### config.mk
export PLATFORM = sky130hd
export DESIGN_NAME = wb_port_arbiter
export DESIGN_NICKNAME = d
export VERILOG_FILES = /design/src/rtl/wb_port_arbiter_pkg.sv /design/src/rtl/wb_lu_fifo.sv /design/src/rtl/wb_port_arbiter.sv
export SDC_FILE = /design/constraint.sdc
export NUM_CORES = 1
export LEC_CHECK = 0
export CAP_MARGIN = 10
export CORE_UTILIZATION = 30
export DETAILED_ROUTE_END_ITERATION = 8
export PLACE_DENSITY_LB_ADDON = 0.08
export SYNTH_ARGS = -nofsm -noshare
export SYNTH_HDL_FRONTEND = slang
export SYNTH_SLANG_ARGS = --single-unit
export TNS_END_PERCENT = 50
### constraint.sdc
create_clock -name clk -period 2.7 [get_ports clk]
set_clock_uncertainty 0.2 [all_clocks]
set_input_delay 0.27 -clock clk [delete_from_list [all_inputs] [get_ports clk]]
set_output_delay 0.27 -clock clk [all_outputs]
set_load 0.05 [all_outputs]
### src/rtl/wb_port_arbiter_pkg.sv
// Shared definitions for the register-file write-port arbiter: grant encoding,
// writeback request record and the "does this write a real register" helper.
package wb_port_arbiter_pkg;

    localparam logic [4:0] ZERO_REG = 5'd0;
    localparam int         PKG_XLEN = 32;

    typedef enum logic [1:0] {
        WB_PORT_NONE = 2'd0,
        WB_PORT_PIPE = 2'd1,
        WB_PORT_LU   = 2'd2
    } wb_port_t;

    typedef struct packed {
        logic                vld;
        logic [4:0]          rd;
        logic [PKG_XLEN-1:0] data;
    } wb_req_t;

    // x0 is hard-wired zero, so a write to it never needs the port.
    function automatic logic writes_reg(input logic vld, input logic [4:0] rd);
        return vld && (rd != ZERO_REG);
    endfunction

endpackage

### src/rtl/wb_lu_fifo.sv
// Small synchronous FIFO holding long-latency results (rd + data) until they
// win the register-file write port. Depth is a power of two so pointers wrap freely.
module wb_lu_fifo #(
    parameter int  W     = 32,
    parameter int  DEPTH = 2,
    localparam int PW    = $clog2(DEPTH),
    localparam int CW    = $clog2(DEPTH + 1)
) (
    input  logic          clk,
    input  logic          rst,
    input  logic          push,
    input  logic [4:0]    push_rd,
    input  logic [W-1:0]  push_data,
    input  logic          pop,
    output logic [4:0]    head_rd,
    output logic [W-1:0]  head_data,
    output logic [CW-1:0] count,
    output logic          full,
    output logic          empty
);

    logic [4:0]    rd_mem   [DEPTH];
    logic [W-1:0]  data_mem [DEPTH];
    logic [PW-1:0] head;
    logic [PW-1:0] tail;

    assign head_rd   = rd_mem[head];
    assign head_data = data_mem[head];
    assign full      = (count == CW'(DEPTH));
    assign empty     = (count == '0);

    // Storage carries no reset; count alone decides which entries are live.
    always_ff @(posedge clk) begin
        if (push) begin
            rd_mem[tail]   <= push_rd;
            data_mem[tail] <= push_data;
        end
    end

    always_ff @(posedge clk) begin
        if (!rst) begin
            head  <= '0;
            tail  <= '0;
            count <= '0;
        end else begin
            if (push) tail <= tail + 1'b1;
            if (pop)  head <= head + 1'b1;
            case ({push, pop})
                2'b10:   count <= count + 1'b1;
                2'b01:   count <= count - 1'b1;
                default: count <= count;
            endcase
        end
    end

endmodule

### src/rtl/wb_port_arbiter.sv
// Arbitrates the single register-file write port between in-order writeback and
// queued long-latency results; pipeline has priority, bounded by a starvation limit.
module wb_port_arbiter
    import wb_port_arbiter_pkg::*;
#(
    parameter int XLEN         = 32,
    parameter int BUF_DEPTH    = 2,
    parameter int STARVE_LIMIT = 4
) (
    input  logic            clk,
    input  logic            rst,
    input  logic            wb_vld,
    input  logic [4:0]      wb_rd,
    input  logic [XLEN-1:0] wb_data,
    output logic            wb_stall,
    input  logic            lu_vld,
    input  logic [4:0]      lu_rd,
    input  logic [XLEN-1:0] lu_data,
    output logic            lu_rdy,
    output logic            rf_we,
    output logic [4:0]      rf_rd,
    output logic [XLEN-1:0] rf_data
);

    localparam int CW = $clog2(BUF_DEPTH + 1);
    localparam int SW = $clog2(STARVE_LIMIT + 1);

    logic            wb_req;
    logic            push;
    logic            pop;
    logic            full;
    logic            empty;
    logic            force_lu;
    logic [CW-1:0]   count;
    logic [4:0]      head_rd;
    logic [XLEN-1:0] head_data;
    logic [SW-1:0]   starve;
    wb_port_t        grant;

    assign wb_req = writes_reg(wb_vld, wb_rd);
    assign lu_rdy = !full;
    // An accepted LU result for x0 is consumed here and never queued.
    assign push   = writes_reg(lu_vld && lu_rdy, lu_rd);
    assign pop    = (grant == WB_PORT_LU);

    wb_lu_fifo #(
        .W     (XLEN),
        .DEPTH (BUF_DEPTH)
    ) u_fifo (
        .clk       (clk),
        .rst       (rst),
        .push      (push),
        .push_rd   (lu_rd),
        .push_data (lu_data),
        .pop       (pop),
        .head_rd   (head_rd),
        .head_data (head_data),
        .count     (count),
        .full      (full),
        .empty     (empty)
    );

    assign force_lu = (count == CW'(BUF_DEPTH)) || (starve == SW'(STARVE_LIMIT));

    always_comb begin
        grant    = WB_PORT_NONE;
        wb_stall = 1'b0;
        if (empty) begin
            if (wb_req) grant = WB_PORT_PIPE;
        end else if (!wb_req || force_lu) begin
            grant    = WB_PORT_LU;
            wb_stall = wb_req;
        end else begin
            grant = WB_PORT_PIPE;
        end
    end

    // Registered write port; address/data hold when nothing is granted.
    always_ff @(posedge clk) begin
        if (!rst) begin
            rf_we   <= 1'b0;
            rf_rd   <= '0;
            rf_data <= '0;
            starve  <= '0;
        end else begin
            rf_we <= (grant != WB_PORT_NONE);
            if (grant == WB_PORT_PIPE) begin
                rf_rd   <= wb_rd;
                rf_data <= wb_data;
            end else if (grant == WB_PORT_LU) begin
                rf_rd   <= head_rd;
                rf_data <= head_data;
            end
            if (empty || grant == WB_PORT_LU) begin
                starve <= '0;
            end else if (starve != SW'(STARVE_LIMIT)) begin
                starve <= starve + 1'b1;
            end
        end
    end

endmodule

# ---- Yosys cells after proc, flatten, opt, wreduce, memory -nomap -nowiden
# Memory sizes are Yosys's and may differ from the RTL's. A register that Yosys moved wholly into a read port is not among the register bits.
# Index checks and enable logic that the tools add are counted.
dict set report totals {
  ff_bits 45
  mem_bits_rw 74
  output_inout_bits 40
  wordCells 53
  memories 2
}
dict set report op_classes {
  add_sub_neg 5
  eq_ne 7
  mux 16
  n_bitwise 1
  reduce_logical 15
}
# name words width read_ports rd_ports_with_merged_regs write_ports line
set memory_table {}
lappend memory_table {u_fifo.data_mem 2 32 1 1 1 wb_lu_fifo.sv:23} ;# logic [W-1:0] data_mem [DEPTH];
lappend memory_table {u_fifo.rd_mem 2 5 1 1 1 wb_lu_fifo.sv:22} ;# logic [4:0] rd_mem [DEPTH];
# op count
set op_table {}
lappend op_table {{$mux 32} 2}
lappend op_table {{$mux 5} 2}
lappend op_table {{$reduce_bool 5->1} 2}
lappend op_table {{$mux 1} 9}
lappend op_table {{$eq 2x2->1 const B} 3}
lappend op_table {{$reduce_bool 2->1} 3}
lappend op_table {{$eq 2x1->1 const B} 2}
lappend op_table {{$mux 2} 2}
lappend op_table {{$pmux 2 s2} 1}
lappend op_table {{$add 3x1->3 const B} 1}
lappend op_table {{$eq 3x3->1 const B} 1}
lappend op_table {{$logic_and 1x1->1} 3}
lappend op_table {{$logic_or 1x1->1} 3}
lappend op_table {{$ne 3x3->1 const B} 1}
lappend op_table {{$add 1x1->1 const B} 2}
lappend op_table {{$add 2x1->2 const B} 1}
lappend op_table {{$logic_not 1->1} 2}
lappend op_table {{$logic_not 2->1} 1}
lappend op_table {{$reduce_or 2->1} 1}
lappend op_table {{$sub 2x1->2 const B} 1}
lappend op_table {{$not 1->1} 1}

# ---- Longest topological paths before layout
dict set report depth {
  word_depth 9
  ltp_mapped 9
  ltp_nobuf 9
}

# ---- Hierarchy
# From an unflattened synthesis, not the netlist that was laid out.
dict set report hier_totals {
  cells_unflattened 386
  area_unflattened_um2 4978.5
}
# mod instances cells_per_inst area_each_um2 seq_area_each_um2
set modules_own_cells {}
lappend modules_own_cells {wb_lu_fifo 1 137 2882.8 2322.2}
lappend modules_own_cells {wb_port_arbiter 1 249 2095.8 820.8}

# ---- Worst setup path after synthesis
# Ideal clock, no wire load.
dict set report synth_path {
  path_kind {reg2reg}
  startpoint {register u_fifo.count[0]}
  endpoint {memory u_fifo.data_mem[0][0] (enable)}
  arrival_ns 2.821
  slack_ns -0.754
  stages_incl_launch_ff 5
  synth_period_minus_slack_ns 3.454
  cell_sequence {dfxtp_1 clkbuf_2 nand2b_1 o211ai_1 nor2_1}
}
dict set report synth_between {
  elab_chain_len 6
}
# item line
set synth_rtl {}
lappend synth_rtl {{from (decl)} wb_lu_fifo.sv:17} ;# output logic [CW-1:0] count,
lappend synth_rtl {{from (signal assigned)} wb_lu_fifo.sv:49} ;# 2'b10: count <= count + 1'b1;
lappend synth_rtl {{from (signal assigned)} wb_lu_fifo.sv:50} ;# 2'b01: count <= count - 1'b1;
lappend synth_rtl {{from (signal assigned)} wb_lu_fifo.sv:51} ;# default: count <= count;
lappend synth_rtl {{$eq 2x2->1} wb_lu_fifo.sv:29} ;# assign full = (count == CW'(DEPTH));
lappend synth_rtl {{$logic_not 1->1} wb_port_arbiter.sv:41} ;# assign lu_rdy = !full;
lappend synth_rtl {{via lu_rdy} wb_port_arbiter.sv:19} ;# output logic lu_rdy,
lappend synth_rtl {{$logic_and 1x1->1} wb_port_arbiter.sv:43} ;# assign push = writes_reg(lu_vld && lu_rdy, lu_rd);
lappend synth_rtl {{$logic_and 1x1->1} wb_port_arbiter_pkg.sv:22} ;# return vld && (rd != ZERO_REG);
lappend synth_rtl {{$mux 1} wb_lu_fifo.sv:34} ;# if (push) begin
lappend synth_rtl {{$mux 1 (not written as such)} wb_lu_fifo.sv:36} ;# data_mem[tail] <= push_data;
lappend synth_rtl {{to (decl)} wb_lu_fifo.sv:23}
# The timed path passes the listed nets, and every way through them passes these cells.

# ---- Worst setup path in the final report
dict set report layout_path {
  startpoint {register u_fifo.count[0]}
  endpoint {output port lu_rdy}
}
dict set report layout_between {
  elab_chain_len 2
}
# item line
set layout_rtl {}
lappend layout_rtl {{$eq 2x2->1} wb_lu_fifo.sv:29}
lappend layout_rtl {{$logic_not 1->1} wb_port_arbiter.sv:41}
lappend layout_rtl {{to (decl)} wb_port_arbiter.sv:19}
# Every way passes these cells.

==> results by group <==
Finish
  • P&R area growth vs syn: 42.9%
  • FF/Latch Area: 3140 um2
  • Layout cells sized above 1: 9.75%
  • # diodes: 0
  • Fillers: 1449
  • Leading cell type in the layout, fill and taps excluded: clkdlybuf4s50_1
  • Most frequent cells in the layout: 116 x clkdlybuf4s50_1, 74 x edfxtp_1, 45 x dfxtp_1
  • Area of the multi-input gates: 1450 um2
  • Final Net Count: 540
  • Finished Core Util: 44.2%
  • Finished Cell Area: 6770 um2

Clocking
  • Hold_buf cts: 0
  • Sink Count: 120
  • Clk slew on worst S/H paths: 0.05 ns
  • Resized Gates After CTS: 0
  • Root Driver: clkbuf_16
  • # H-tree levels: 4
  • Clock Path Buffers: 2
  • Worst skew pair latency: 0.41 ns
  • CTS tree: built
  • Post-CTS Setup Bufs: 0
  • CTS buffer count: 17

Global route
  • Pin count of the biggest net entering global routing: 75
  • Vias in the first global route: 3507
  • Initial antenna violation count: 0
  • All-Layer GR Usage: 14.9%
  • First-pass GRT wire length: 17900 um
  • Grt ovf: 0

Place
  • Placed wire-length estimate: 7030 um
  • Buffers added on ports: 117
  • GPL Wtd Cong: 0.722
  • Placed Area: 6210 um2

STA
  • Slew Limit Fails: 0
  • Worst slew margin: 19.9%
  • Max Fclk: 421 MHz
  • Final hold slack: 0.240 ns
  • Finish-stage setup viols: 0
  • Final hold vios: 0
  • RSZ-0062 raised after global routing: no
  • Final period util: 88.0%
  • Slew @ Worst Pin: 1.20 ns
  • Minimum clock period: 2.38 ns

Yosys
  • Mapped Nets: 419
  • Asr flop ratio synth: 0%
  • Synth Flop Type: edfxtp_1
  • Synth Instances: 338
  • Register area share after synthesis: 66.3%
  • Syn Area/Cell: 14.0 um2
  • FF+latch count, synth: 120
  • Yosys Warn Count: 0
  • Mapped cell area: 4740 um2
  • Distinct cells, synth: 30
  • EDFF count, synth: 74

Setup path
  • RR Endpoint: u_fifo.count[1]$_SDFFE_PN0P_
  • Critical Path RT: 2.23 ns
  • CP Capture Type: output port
  • CP max stage delay: 0.83 ns
  • RR Startpoint: starve[0]$_SDFFE_PP0N_
  • Crit-path cells: nand2b_1, clkdlybuf4s50_1
  • CP Launch Type: flop
  • Arrival @ worst endpoint: 1.91 ns
  • Critical Path Fanout Max: 6
  • Setup CP Type: reg2out
  • R2R cell count: 8
  • CP max-delay cell: clkdlybuf4s50_1
  • Register-to-register setup slack: 0.52 ns

Detailed routing
  • Drt wl/cell: 16.5 um
  • Post-DR vias/cell: 4.78
  • Drt first pass iters: 6
  • Starting DRT DRC Count: 95
  • Post-route antenna net violation count: 0
  • Vias: 3265
  • Total detailed-routing wirelength: 11300 um
  • Post-route DRC: 0

Outcome
  • Status: finished clean

Pwr
  • Net Sw Frac: 32.8%
  • Clk pwr share: 31.0%
  • Leakage: 2.27 nW
  • Sequential power share: 36.1%
  • Cell Pwr Density: 1010 nW/um2
  • Internal power: 0.00460 W
  • Combinational share of power: 33.0%
  • Sw Pwr: 0.00224 W
  • Worst vdd ir: 0.537 mV

Job
  • Max cap viols: 0

Worst hold path
  • Hold path depth: 1
  • HP Class: in2reg
  • Worst Hold End: u_fifo.data_mem[0][22]$_DFFE_PP_
  • HP Start: lu_data[22]

Floorplanning
  • Die ar.: 16300 um2
  • Core box area: 15300 um2
  • Die height: 128 um
  • Row cnt: 45
  • IO Pins: 118
  • Die W: 128 um
  • Initial core utilization: 30.9%
sequential cells by signal, indices dropped and copies added, names as in the netlist, named ones only:
name,cells
rf_data,32
rf_rd,5
rf_we,1
starve,3
u_fifo.count,2
u_fifo.data_mem,64
u_fifo.head,1
u_fifo.rd_mem,10
u_fifo.tail,1
metrics by stage:
step | total power (W) | TNS [ns] | setup slack (ns) | std cells
finish | 0.00685 | 0 | 0.324 | 683
global route | 0.00719 | 0 | 0.222 | 683
CTS | 0.00696 | 0 | 0.274 | 683
detailed placement | 0.00481 | -0.0307 | -0.0307 | 651
global placement | 0.00478 | 0 | 0.0354 | 651
floorplan | 0.00398 | -11.67 | -0.166 | 338
power groups by stage:
stage	sequential (W)	clock (W)	combinational (W)
final	0.00247	0.00212	0.00226
after global routing	0.00251	0.00225	0.00242
after CTS	0.00248	0.00218	0.00230
after detailed placement	0.00251	0	0.00230
after global placement	0.00250	0	0.00229
after floorplan	0.00308	0	0.000903
kinds of logic after synthesis:
logic type | after synthesis | synth area share (%)
xor gates and xnor gates | 2 | 0.370
adders and majority gates | 3 | 0.792
and+or+nand+nor | 56 | 7.05
AOI/OAI and AO/OA | 84 | 13.4
DFF | 120 | 66.3
buffers and inverters | 33 | 3.59
muxes | 40 | 8.45
synth_stat cells, types with 2 or more instances:
cell      number  area share (%)
clkbuf_1      13             1.0
a32o_1        37             7.8
buf_6          5             1.2
inv_1          4            0.32
o21a_1         2            0.32
nand2_1        2            0.16
nand3_1        2            0.21
nand2b_1       2            0.26
o21ai_0       34             3.6
xnor2_1        2            0.37
a211oi_1       2            0.32
edfxtp_1      74              47
dfxtp_1       46              19
ha_1           3            0.79
and2_1         3            0.40
or3_1         38             5.0
nor2_1         6            0.48
mux2i_1       40             8.5
o21ai_1        4            0.42
buf_2          6            0.63
buf_1          4            0.32
worst max path at each step:
stage	startpoint	end	cells after the start
6_report	u_fifo.count[0]$_SDFFE_PN0P_	lu_rdy	2
5_1_grt	u_fifo.count[0]$_SDFFE_PN0P_	lu_rdy	2
4_1_cts	u_fifo.count[0]$_SDFFE_PN0P_	lu_rdy	2
3_5_place_dp	wb_rd[0]	u_fifo.count[1]$_SDFFE_PN0P_	7
3_3_place_gp	wb_rd[0]	u_fifo.count[1]$_SDFFE_PN0P_	7
2_1_floorplan	u_fifo.count[0]$_SDFFE_PN0P_	u_fifo.data_mem[0][0]$_DFFE_PP_	4
critical path, delay by kind of cell, from the launching register on:
family / cells / cell delay, ns
buf+inv: 1 / 0.83
flops: 1 / 0.44
simple gates: 1 / 0.23
routing by layer:
metal	share of wire [%]	GRT usage (%)
met3	5.1	4.51
met2	48	24.9
met5	0	0
met4	2.1	7.47
met1	45	17.3
final cells by class:
| class | count | share of cell area, % |
|---|---|---|
| Timing Repair Buffer | 131 | 19.7 |
| Inverter | 4 | 0.222 |
| Clock inverter | 2 | 0.517 |
| Clock buffer | 30 | 7.74 |
| Tap cell | 211 | 3.90 |
| Multi-Input combinational cell | 185 | 21.5 |
| Sequential cell | 120 | 46.4 |
(Power assumes the default switching activity.)
